### config.mk
export PLATFORM = sky130hd
export DESIGN_NAME = serial_subtractor
export DESIGN_NICKNAME = d
export VERILOG_FILES = /design/src/rtl/serial_subtractor.sv
export SDC_FILE = /design/constraint.sdc
export NUM_CORES = 1
export LEC_CHECK = 0
export CORE_ASPECT_RATIO = 2
export CORE_MARGIN = 3
export CORE_UTILIZATION = 56
export CTS_BUF_LIST = sky130_fd_sc_hd__clkbuf_16
export CTS_CLUSTER_SIZE = 16
export DETAILED_ROUTE_END_ITERATION = 8
export MAX_ROUTING_LAYER = met4
export PLACE_DENSITY = 0.84
export REMOVE_ABC_BUFFERS = 1
export SLEW_MARGIN = 20
export SYNTH_ARGS = -nofsm -noshare
export SYNTH_HDL_FRONTEND = slang
export SYNTH_SLANG_ARGS = --single-unit
### constraint.sdc
create_clock -name clk -period 2.5 [get_ports clk]
set_input_delay 0.25 -clock clk [delete_from_list [all_inputs] [get_ports clk]]
set_output_delay 0.25 -clock clk [all_outputs]
set_load 0.02 [all_outputs]
### src/rtl/serial_subtractor.sv
// rtl/serial_subtractor.sv - bit-serial LSB-first subtractor; SERIAL_SUB_OVF_EN adds the Ovf output
module serial_subtractor #(
    parameter int WIDTH = 8
) (
    input  logic             clk,
    input  logic             rst_n,
    input  logic             start,
    input  logic [WIDTH-1:0] A,
    input  logic [WIDTH-1:0] B,
    output logic             busy,
    output logic             done,
    output logic [WIDTH-1:0] Diff,
`ifdef SERIAL_SUB_OVF_EN
    output logic             Ovf,
`endif
    output logic             Borr
);

    localparam int CW = $clog2(WIDTH + 1);
    localparam logic [CW-1:0] LAST = CW'(WIDTH - 1);

    localparam logic [1:0] S_IDLE  = 2'd0;
    localparam logic [1:0] S_SHIFT = 2'd1;
    localparam logic [1:0] S_DONE  = 2'd2;

    logic [1:0]       state;
    logic [WIDTH-1:0] a_sr;
    logic [WIDTH-1:0] b_sr;
    logic [WIDTH-1:0] res_sr;
    logic [CW-1:0]    cnt;
    logic             bor;
    logic             d_bit;
    logic             bout;
    logic [WIDTH-1:0] res_next;
`ifdef SERIAL_SUB_OVF_EN
    // Operand sign bits are shifted out of a_sr/b_sr, so keep them for the overflow test.
    logic             a_msb;
    logic             b_msb;
`endif

    always_comb begin
        d_bit    = a_sr[0] ^ b_sr[0] ^ bor;
        bout     = (~a_sr[0] & b_sr[0]) | (~(a_sr[0] ^ b_sr[0]) & bor);
        res_next = {d_bit, res_sr[WIDTH-1:1]};
    end

    always_ff @(posedge clk) begin
        if (!rst_n) begin
            state  <= S_IDLE;
            a_sr   <= '0;
            b_sr   <= '0;
            res_sr <= '0;
            cnt    <= '0;
            bor    <= 1'b0;
            busy   <= 1'b0;
            done   <= 1'b0;
            Diff   <= '0;
            Borr   <= 1'b0;
`ifdef SERIAL_SUB_OVF_EN
            a_msb  <= 1'b0;
            b_msb  <= 1'b0;
            Ovf    <= 1'b0;
`endif
        end else begin
            case (state)
                S_IDLE: begin
                    done <= 1'b0;
                    if (start) begin
                        a_sr  <= A;
                        b_sr  <= B;
                        bor   <= 1'b0;
                        cnt   <= '0;
                        busy  <= 1'b1;
                        state <= S_SHIFT;
`ifdef SERIAL_SUB_OVF_EN
                        a_msb <= A[WIDTH-1];
                        b_msb <= B[WIDTH-1];
`endif
                    end
                end
                S_SHIFT: begin
                    res_sr <= res_next;
                    a_sr   <= a_sr >> 1;
                    b_sr   <= b_sr >> 1;
                    bor    <= bout;
                    cnt    <= cnt + 1'b1;
                    if (cnt == LAST) begin
                        Diff  <= res_next;
                        Borr  <= bout;
                        done  <= 1'b1;
                        busy  <= 1'b0;
                        state <= S_DONE;
`ifdef SERIAL_SUB_OVF_EN
                        Ovf   <= (a_msb != b_msb) && (d_bit != a_msb);
`endif
                    end
                end
                S_DONE: begin
                    done  <= 1'b0;
                    state <= S_IDLE;
                end
                default: begin
                    done  <= 1'b0;
                    busy  <= 1'b0;
                    state <= S_IDLE;
                end
            endcase
        end
    end

endmodule

==> impl_metrics.json <==
{
  "cap_violations": 0,
  "h-tree-depth": 2,
  "fmax_mhz": 620,
  "stdcell_count": 257,
  "syn_inst": 198,
  "post_cts_buffers": 0,
  "grt_pass1_vias": 1489,
  "period_share_pct": 64.5,
  "cp_top_family": "simple AND/OR/NAND/NOR gates",
  "track_usage_pct": 23.4,
  "start_util_pct": 59.3,
  "irDropWorstVdd_mv": 0.691,
  "place_congestion": 0.756,
  "synth.avg_cell_area_sq_um": 8.92,
  "syn_to_final_growth_pct": 25.3,
  "setup_slack_ns": 0.887,
  "wl_mm": 3.77,
  "slew_violations": 0,
  "max_stage_delay_ns": 0.58,
  "p_leak_nw": 0.879,
  "synthFlopType": "dfxtp_1",
  "ys_types": 34,
  "crit_path_top_delay_cell": "nand2b_1",
  "drt_iter0_markers": 21,
  "fp.coreArea_sq_um": 2980,
  "hold-worst-slack_ns": 0.457,
  "core.rowCount": 28,
  "async_flop_share_pct": 0,
  "cts_tree": "yes",
  "period_needed_ns": 1.61,
  "finalSetupTns_ns": 0,
  "arrival_ns": 1.81,
  "hold_path.class": "reg -> reg",
  "ys_seq_area_share_pct": 46.5,
  "synth_top_area_share_pct": 46.5,
  "rsz0062_at_grt": "false",
  "cts-resized-gates": 0,
  "io_pins": 30,
  "grt_overflow": 0,
  "antenna_found_initial": 0,
  "portBuffers": 29,
  "setup_violations": 0,
  "synth_seq_cells": 41,
  "tightest_slew_ns": 0.670,
  "pre_cts_slack_ns": 0.889,
  "num_antenna_cells": 0,
  "grt_pass1_wl_mm": 6.66,
  "cp-start-kind": "flop",
  "yosys.cell_count.top_type": "nand2_1",
  "cp.required_ns": 2.70,
  "yosys-top-cells-count": "nand2_1 (60), dfxtp_1 (41), a31oi_1 (14), o21ai_0 (14)",
  "first_pass_iters": 4,
  "die_h_microns": 85.4,
  "grt_max_degree": 51,
  "postCtsHoldBufs": 0,
  "placed_area_sq_um": 2020,
  "crit_chain": "nand2b_1 > buf_4 > nand2_1 > a31oi_1",
  "powerDensity_nw_per_um2": 752,
  "detail-route-antenna-nets": 0,
  "drive_above_1_share_pct": 7.05,
  "clock_latency_ns": 0.28,
  "synthesis.area_sq_um": 1770,
  "fin_area_sq_um": 2210,
  "cp_max_fo": 13,
  "cts.sinks": 41,
  "crit_type": "reg -> reg",
  "die_x_microns": 45.7,
  "synth_area_leaders": "dfxtp_1 (46%), nand2_1 (13%), buf_6 (5.1%)",
  "cp-end-kind": "flop",
  "yosysWarnings": 0,
  "fin_nets": 247,
  "hold_violations": 0,
  "drc_errors": 0,
  "skew_ns": 0.00447,
  "synth_edf_count": 0,
  "vias": 1493,
  "vias_per_cell": 5.81,
  "dp_hpwl_mm": 2.58,
  "cts_buffers": 5,
  "n_fill_cell": 219,
  "path_buf_inv": 1,
  "cts_root_buf": "clkbuf_16",
  "cts.path.max_buffers": 2,
  "slew-limit-headroom_pct": 55.3,
  "outcome": "completed",
  "die_area_sq_um": 3910,
  "dp.cells": 249,
  "detail_route.wl_per_cell_microns": 14.6,
  "synth_top_area_cell": "dfxtp_1",
  "path_clk_slew_ns": 0.06
}
==> area by class of cell <==
class | count | area (sq um) | area share, %
clock buffers | 5 | 125 | 5.65
repair buffers | 36 | 343 | 15.5
well taps | 30 | 37.5 | 1.70
flip-flops and latches | 41 | 821 | 37.1
clock inverters | 3 | 65.1 | 2.94
inverters | 4 | 15.0 | 0.678
multi-input cells | 138 | 807 | 36.5
==> worst reg2reg max path, cell delays in order, from the launching register on <==
cell	delay [ns]
dfxtp_1	0.44
nand2b_1	0.58
buf_4	0.28
nand2_1	0.07
a31oi_1	0.17
==> layer usage <==
layer	vias to the layer above	track usage (%)	routed length, microns
met1	710	25.6	1410
li1	731	-	-
met4	0	11.1	78
met5	-	-	0
met3	8	4.67	166
met2	44	38.5	2110
==> path summary, 6_finish.rpt <==
kind,startpoint,to,slack [ns],cells after the start
setup reg to reg,state[1],b_sr[2],0.89,4
setup / recovery,state[1],b_sr[2],0.89,4
hold / removal,Diff[5],Diff[5],0.46,2
hold reg to reg,Diff[5],Diff[5],0.46,2
==> cells by family after synthesis <==
group	synth area share, %
compound gates	19.5
fa+ha+maj	1.84
buf+inv	7.86
flops	46.5
mux	4.53
simple gates	19.8
==> cell usage in the layout (no fill, tap or decap), types with 2 or more instances in the layout <==
cell	Yosys	final
nand2_1	60	60
dfxtp_1	41	41
clkdlybuf4s50_1	0	29
o21ai_0	14	14
a31oi_1	14	14
mux2i_1	8	8
buf_4	1	7
a21boi_1	6	6
clkbuf_16	0	5
inv_1	4	4
nor2b_1	3	3
o211a_1	3	3
nand3b_1	2	2
a21boi_0	2	2
and3b_1	2	2
nand3_1	2	2
and3_1	2	2
a22o_1	2	2
a32o_1	2	2
and2_1	2	2
a21oi_1	2	2
bufinv_16	0	2
==> registers in the layout (all words and copies together), names as in the netlist, 2 cells and up <==
signal  cells
a_sr        8
state       2
b_sr        8
res_sr      7
cnt         4
Diff        8
==> through the flow <==
stage | utilization [%] | power [mW]
3_5_place_dp | 67.9 | 0.857
3_3_place_gp | 67.9 | 0.848
6_report | 74.3 | 1.66
2_1_floorplan | - | 0.782
4_1_cts | 74.3 | 1.68
5_1_grt | 74.3 | 1.72
==> power breakdown <==
group / switching, mW / internal [mW]
logic: 0.0749 / 0.0691
registers: 0.0184 / 0.683
clock network: 0.250 / 0.570
total: 0.343 / 1.32
Note: power is estimated with default switching activity, not from simulation.
